## src/rtl/adf4350_spi_ctrl.sv

```systemverilog
// ADF4350 synthesizer SPI master on the adcclk settings bus.
// One-deep pending buffer, drop counter and filtered MUXOUT lock detect.
module adf4350_spi_ctrl #(
   parameter logic [6:0] ADDR     = 7'd80,
   parameter int         CLK_DIV  = 4,
   parameter int         LOCK_CNT = 1024
) (
   input  logic        clock,
   input  logic        reset,
   input  logic        serial_strobe,
   input  logic [6:0]  serial_addr,
   input  logic [31:0] serial_data,
   output logic        vco_sclk,
   output logic        vco_sdata,
   output logic        vco_le,
   input  logic        vco_muxout,
   output logic        busy,
   output logic        locked,
   output logic [31:0] status
);

   localparam logic [7:0]  DIV_TC  = 8'(CLK_DIV - 1);
   localparam logic [15:0] LOCK_TC = 16'(LOCK_CNT);

   typedef enum logic [1:0] {
      IDLE,
      SHIFT,
      LE_SETUP,
      LE_HIGH
   } state_t;

   state_t      state;
   logic [31:0] shreg;
   logic [31:0] pend_word;
   logic        pending;
   logic [4:0]  bit_cnt;
   logic [7:0]  div;
   logic [7:0]  drop_cnt;
   logic        mux_s1;
   logic        mux_s2;
   logic [15:0] lock_cnt;
   logic        wr;
   logic        div_tc;

   assign wr     = serial_strobe && (serial_addr == ADDR);
   assign div_tc = (div == DIV_TC);
   assign busy   = (state != IDLE) | pending;
   assign locked = (lock_cnt == LOCK_TC);
   assign status = {16'd0, drop_cnt, 5'd0, pending, busy, locked};

   // SPI sequencer plus pending buffer; a pending word always wins in IDLE
   always_ff @(posedge clock) begin
      if (reset) begin
         state     <= IDLE;
         shreg     <= '0;
         pend_word <= '0;
         pending   <= 1'b0;
         bit_cnt   <= '0;
         div       <= '0;
         drop_cnt  <= '0;
         vco_sclk  <= 1'b0;
         vco_sdata <= 1'b0;
         vco_le    <= 1'b0;
      end else begin
         if (wr && state != IDLE) begin
            if (!pending) begin
               pend_word <= serial_data;
               pending   <= 1'b1;
            end else if (drop_cnt != 8'd255) begin
               drop_cnt <= drop_cnt + 8'd1;
            end
         end
         case (state)
            IDLE: begin
               div <= '0;
               if (pending) begin
                  shreg     <= pend_word;
                  vco_sdata <= pend_word[31];
                  bit_cnt   <= 5'd31;
                  state     <= SHIFT;
                  pending   <= wr;
                  if (wr) pend_word <= serial_data;
               end else if (wr) begin
                  shreg     <= serial_data;
                  vco_sdata <= serial_data[31];
                  bit_cnt   <= 5'd31;
                  state     <= SHIFT;
               end
            end
            SHIFT: begin
               if (div_tc) begin
                  div      <= '0;
                  vco_sclk <= ~vco_sclk;
                  if (vco_sclk) begin
                     if (bit_cnt == 5'd0) begin
                        state <= LE_SETUP;
                     end else begin
                        shreg     <= shreg << 1;
                        vco_sdata <= shreg[30];
                        bit_cnt   <= bit_cnt - 5'd1;
                     end
                  end
               end else begin
                  div <= div + 8'd1;
               end
            end
            LE_SETUP: begin
               if (div_tc) begin
                  div    <= '0;
                  vco_le <= 1'b1;
                  state  <= LE_HIGH;
               end else begin
                  div <= div + 8'd1;
               end
            end
            LE_HIGH: begin
               if (div_tc) begin
                  div    <= '0;
                  vco_le <= 1'b0;
                  state  <= IDLE;
               end else begin
                  div <= div + 8'd1;
               end
            end
            default: state <= IDLE;
         endcase
      end
   end

   // bring the asynchronous MUXOUT into the adcclk domain
   always_ff @(posedge clock) begin
      if (reset) begin
         mux_s1 <= 1'b0;
         mux_s2 <= 1'b0;
      end else begin
         mux_s1 <= vco_muxout;
         mux_s2 <= mux_s1;
      end
   end

   // lock filter: count consecutive high samples, saturate, clear on any low
   always_ff @(posedge clock) begin
      if (reset) begin
         lock_cnt <= '0;
      end else if (mux_s2) begin
         if (lock_cnt != LOCK_TC) lock_cnt <= lock_cnt + 16'd1;
      end else begin
         lock_cnt <= '0;
      end
   end

endmodule

```

## config.mk

```make
export PLATFORM = sky130hd
export DESIGN_NAME = adf4350_spi_ctrl
export DESIGN_NICKNAME = d
export VERILOG_FILES = /design/src/rtl/adf4350_spi_ctrl.sv
export SDC_FILE = /design/constraint.sdc
export NUM_CORES = 1
export LEC_CHECK = 0
export BUFFER_PORTS_ARGS = -buffer_cell sky130_fd_sc_hd__buf_2
export CAP_MARGIN = 20
export CORE_UTILIZATION = 50
export DETAILED_ROUTE_END_ITERATION = 10
export PLACE_DENSITY_LB_ADDON = 0.1
export SLEW_MARGIN = 20
export SYNTH_ARGS = -nofsm -noshare
export SYNTH_HDL_FRONTEND = slang
export SYNTH_SLANG_ARGS = --single-unit
```

## constraint.sdc

```tcl
create_clock -name clock -period 2.1 [get_ports clock]
set_input_delay 0.315 -clock clock [delete_from_list [all_inputs] [get_ports clock]]
set_output_delay 0.315 -clock clock [all_outputs]
set_load 0.05 [all_outputs]
```

==> impl_metrics.py <==
metrics = {
    "worst_setup_path": {
        "crit_path_max_fanout": 7,
        "endpoint_kind": "flop",
        "cp_cell_sequence": "inv_2 -> ha_4 -> or3b_4 -> o21a_1 -> o211a_4 -> buf_6 -> and4b_1 -> nor3_2",
        "slowest_stage": "or3b_4",
        "critPathArrivalTime_ns": 2.38,
        "r2r_start": "bit_cnt[1]",
        "max_stage_delay_ns": 0.38,
        "cp-start-kind": "flop",
        "crit_required_ns": 2.41,
        "crit_start": "bit_cnt[1]",
        "critPathKind": "flop to flop",
    },
    "final_layout": {
        "final_core_util": 0.601,
        "area_growth_pct": 15.1,
        "drive_above_1_share": 0.202,
        "register_area_sq_um": 2170,
        "finalNetCount": 686,
        "multi_input_area_sq_um": 2790,
        "fillers": 886,
        "instances_no_fill": 771,
        "diodes": 0,
        "fin_area_sq_um": 5960,
    },
    "sta": {
        "tightest_slew_ns": 0.573,
        "relSlewSlack": 0.618,
        "grt_setup_unrepaired": "yes",
        "period_needed_ns": 2.07,
        "finalSetupViolCount": 0,
        "finalClockSkew_ns": 0.00590,
        "tns_ns": 0,
        "finalHoldViolCount": 0,
        "fmax_mhz": 483,
        "fin_ws_ns": 0.0291,
        "finalCritPeriodShare": 0.986,
        "hold_ws_ns": 0.171,
        "drv_slew": 0,
    },
    "die": {
        "die_y_um": 104,
        "start_util": 0.522,
        "core_area_sq_um": 9910,
        "std_cell_rows": 36,
        "die-area_sq_um": 10800,
        "ios": 80,
        "die_x_um": 104,
    },
    "global_routing": {
        "antenna_found_initial": 0,
        "grt-ovfl-total": 0,
        "track_usage": 0.183,
        "grt_max_degree": 44,
        "grt_pass1_vias": 3553,
        "grt_pass1_wl_mm": 16.1,
    },
    "yosys": {
        "synthArstFlopShare": 0,
        "yosysTopAreaCell": "dfxtp_1",
        "synth_top_cell_area_share": 0.418,
        "synth_area_sq_um": 5170,
        "synth_seq_cells": 108,
        "synth_area_leaders": "dfxtp_1 (42%), mux2i_1 (18%), nor2_1 (7.8%), buf_4 (3.6%), o21ai_0 (3.3%)",
        "yosys_warnings": 0,
        "synth-edff-count": 0,
        "yosysMostFrequentCell": "dfxtp_1",
        "syn_avg_cell_area_sq_um": 9.06,
        "synthCells": 571,
        "yosysSeqAreaShare": 0.418,
        "ys.flop_type": "dfxtp_1",
        "synth.distinct_cells": 45,
        "yosys-top-cells-count": "dfxtp_1 (108), nor2_1 (107), mux2i_1 (95)",
    },
    "drt": {
        "routed_wl_mm": 9.76,
        "viasPerCell": 5.03,
        "dr_total_vias": 3877,
        "remaining_drc_errors": 0,
        "detail_route.first_pass.iterations": 4,
        "avgRoutedWirePerCell_um": 12.7,
        "drt.antenna.violating_nets": 0,
        "drtIter0Drc": 129,
    },
    "placement": {
        "place_hpwl_mm": 6.28,
        "gp_congestion": 0.809,
        "placed_area_sq_um": 5570,
        "numPlacedInstances": 746,
        "io_buffers": 58,
        "pre_cts_ws_ns": -0.00517,
    },
    "clocking": {
        "clkTransAtPathRegs_ns": 0.10,
        "ctsHoldBuffers": 0,
        "clk_path_buf_depth": 2,
        "insertion_delay_ns": 0.38,
        "clock-root-buffer": "clkbuf_8",
        "numCtsBuffers": 9,
        "clkSinkCount": 108,
        "cts_tree": "built",
        "htreeDepth": 3,
    },
    "power": {
        "p_per_area_nw_per_um2": 797,
        "p_leak_nw": 2.45,
        "design_power_total_mw": 4.75,
        "ir_worst_vdd_v": 0.000574,
    },
    "hold_path": {
        "hp-start": "vco_muxout",
        "hold_class": "input pin to flop",
    },
    "run": {
        "cap_violations": 0,
    },
    "run_status": {
        "status": "finished clean",
    },
}
[repair_timing]
action	CTS	global route
pin swaps	0	7
endpoints found under the hold margin	0	0
resized for setup	0	25
gates cloned	0	3
endpoints found under the setup margin	13	38
setup buffers	2	4
[routing by layer]
metal,up-vias,GRT usage,part of all wire
met2,69,0.323,0.48
li1,2016,-,-
met3,8,0.0548,0.042
met4,0,0.0571,0.0095
met5,-,0,0
met1,1784,0.212,0.46
[critical path, delay by kind of cell, from the launching register on]
| family | cells | cell delay, ns |
|---|---|---|
| compound gates | 2 | 0.57 |
| fa+ha+maj | 1 | 0.14 |
| buf+inv | 2 | 0.21 |
| flops | 1 | 0.34 |
| simple gates | 3 | 0.73 |
[flip-flops by register name, summed over array words and instances, names as in the netlist, 2 cells and up]
signal	cells
bit_cnt	5
pend_word	32
div	8
shreg	31
state	2
lock_cnt	16
drop_cnt	8
[logic make-up after synthesis]
family,Yosys count,share of synthesized area
other,1,0.000725
AOI/OAI and AO/OA,49,0.0559
xor gates and xnor gates,28,0.0474
and+or+nand+nor,213,0.193
adders and majority gates,10,0.0242
muxes,97,0.188
DFF,108,0.418
buffers and inverters,65,0.0731
[layout make-up]
cell class | count | share of cell area
repair buffers | 84 | 0.0985
multi-input cells | 419 | 0.468
clock inverters | 3 | 0.00420
flip-flops and latches | 108 | 0.364
clock buffers | 13 | 0.0300
inverters | 11 | 0.00693
well taps | 133 | 0.0279
[path summary, 6_finish.rpt]
check                                   to  slack (ns)  cells after the start
worst max-delay path            bit_cnt[3]        0.03                      8
worst min-delay path                mux_s1        0.17                      2
worst max register to register  bit_cnt[3]        0.03                      8
worst min register to register      mux_s2        0.46                      1
[where the power goes]
part / internal, mW / total [mW] / switching [mW]
combinational: 0.543 / 1.20 / 0.659
sequential: 2.18 / 2.26 / 0.0839
clock: 0.571 / 1.28 / 0.711
total: 3.29 / 4.75 / 1.45
[cell usage in the layout (no fill, tap or decap), types with 4 or more instances in the layout]
| master | n |
|---|---|
| buf_2 | 56 |
| nand3_1 | 11 |
| nor2b_1 | 5 |
| nand2_1 | 44 |
| dfxtp_2 | 6 |
| xor2_1 | 18 |
| o21ai_0 | 34 |
| a211oi_1 | 5 |
| xnor2_1 | 10 |
| nand4_1 | 8 |
| and3_1 | 7 |
| nor2_1 | 107 |
| buf_4 | 19 |
| nor3_1 | 5 |
| buf_12 | 4 |
| inv_1 | 8 |
| mux2i_1 | 94 |
| ha_1 | 7 |
| conb_1 | 21 |
| a21oi_1 | 5 |
| dfxtp_1 | 102 |
| and4_1 | 4 |
| clkbuf_8 | 13 |
Power figures use the tool's default switching activity.
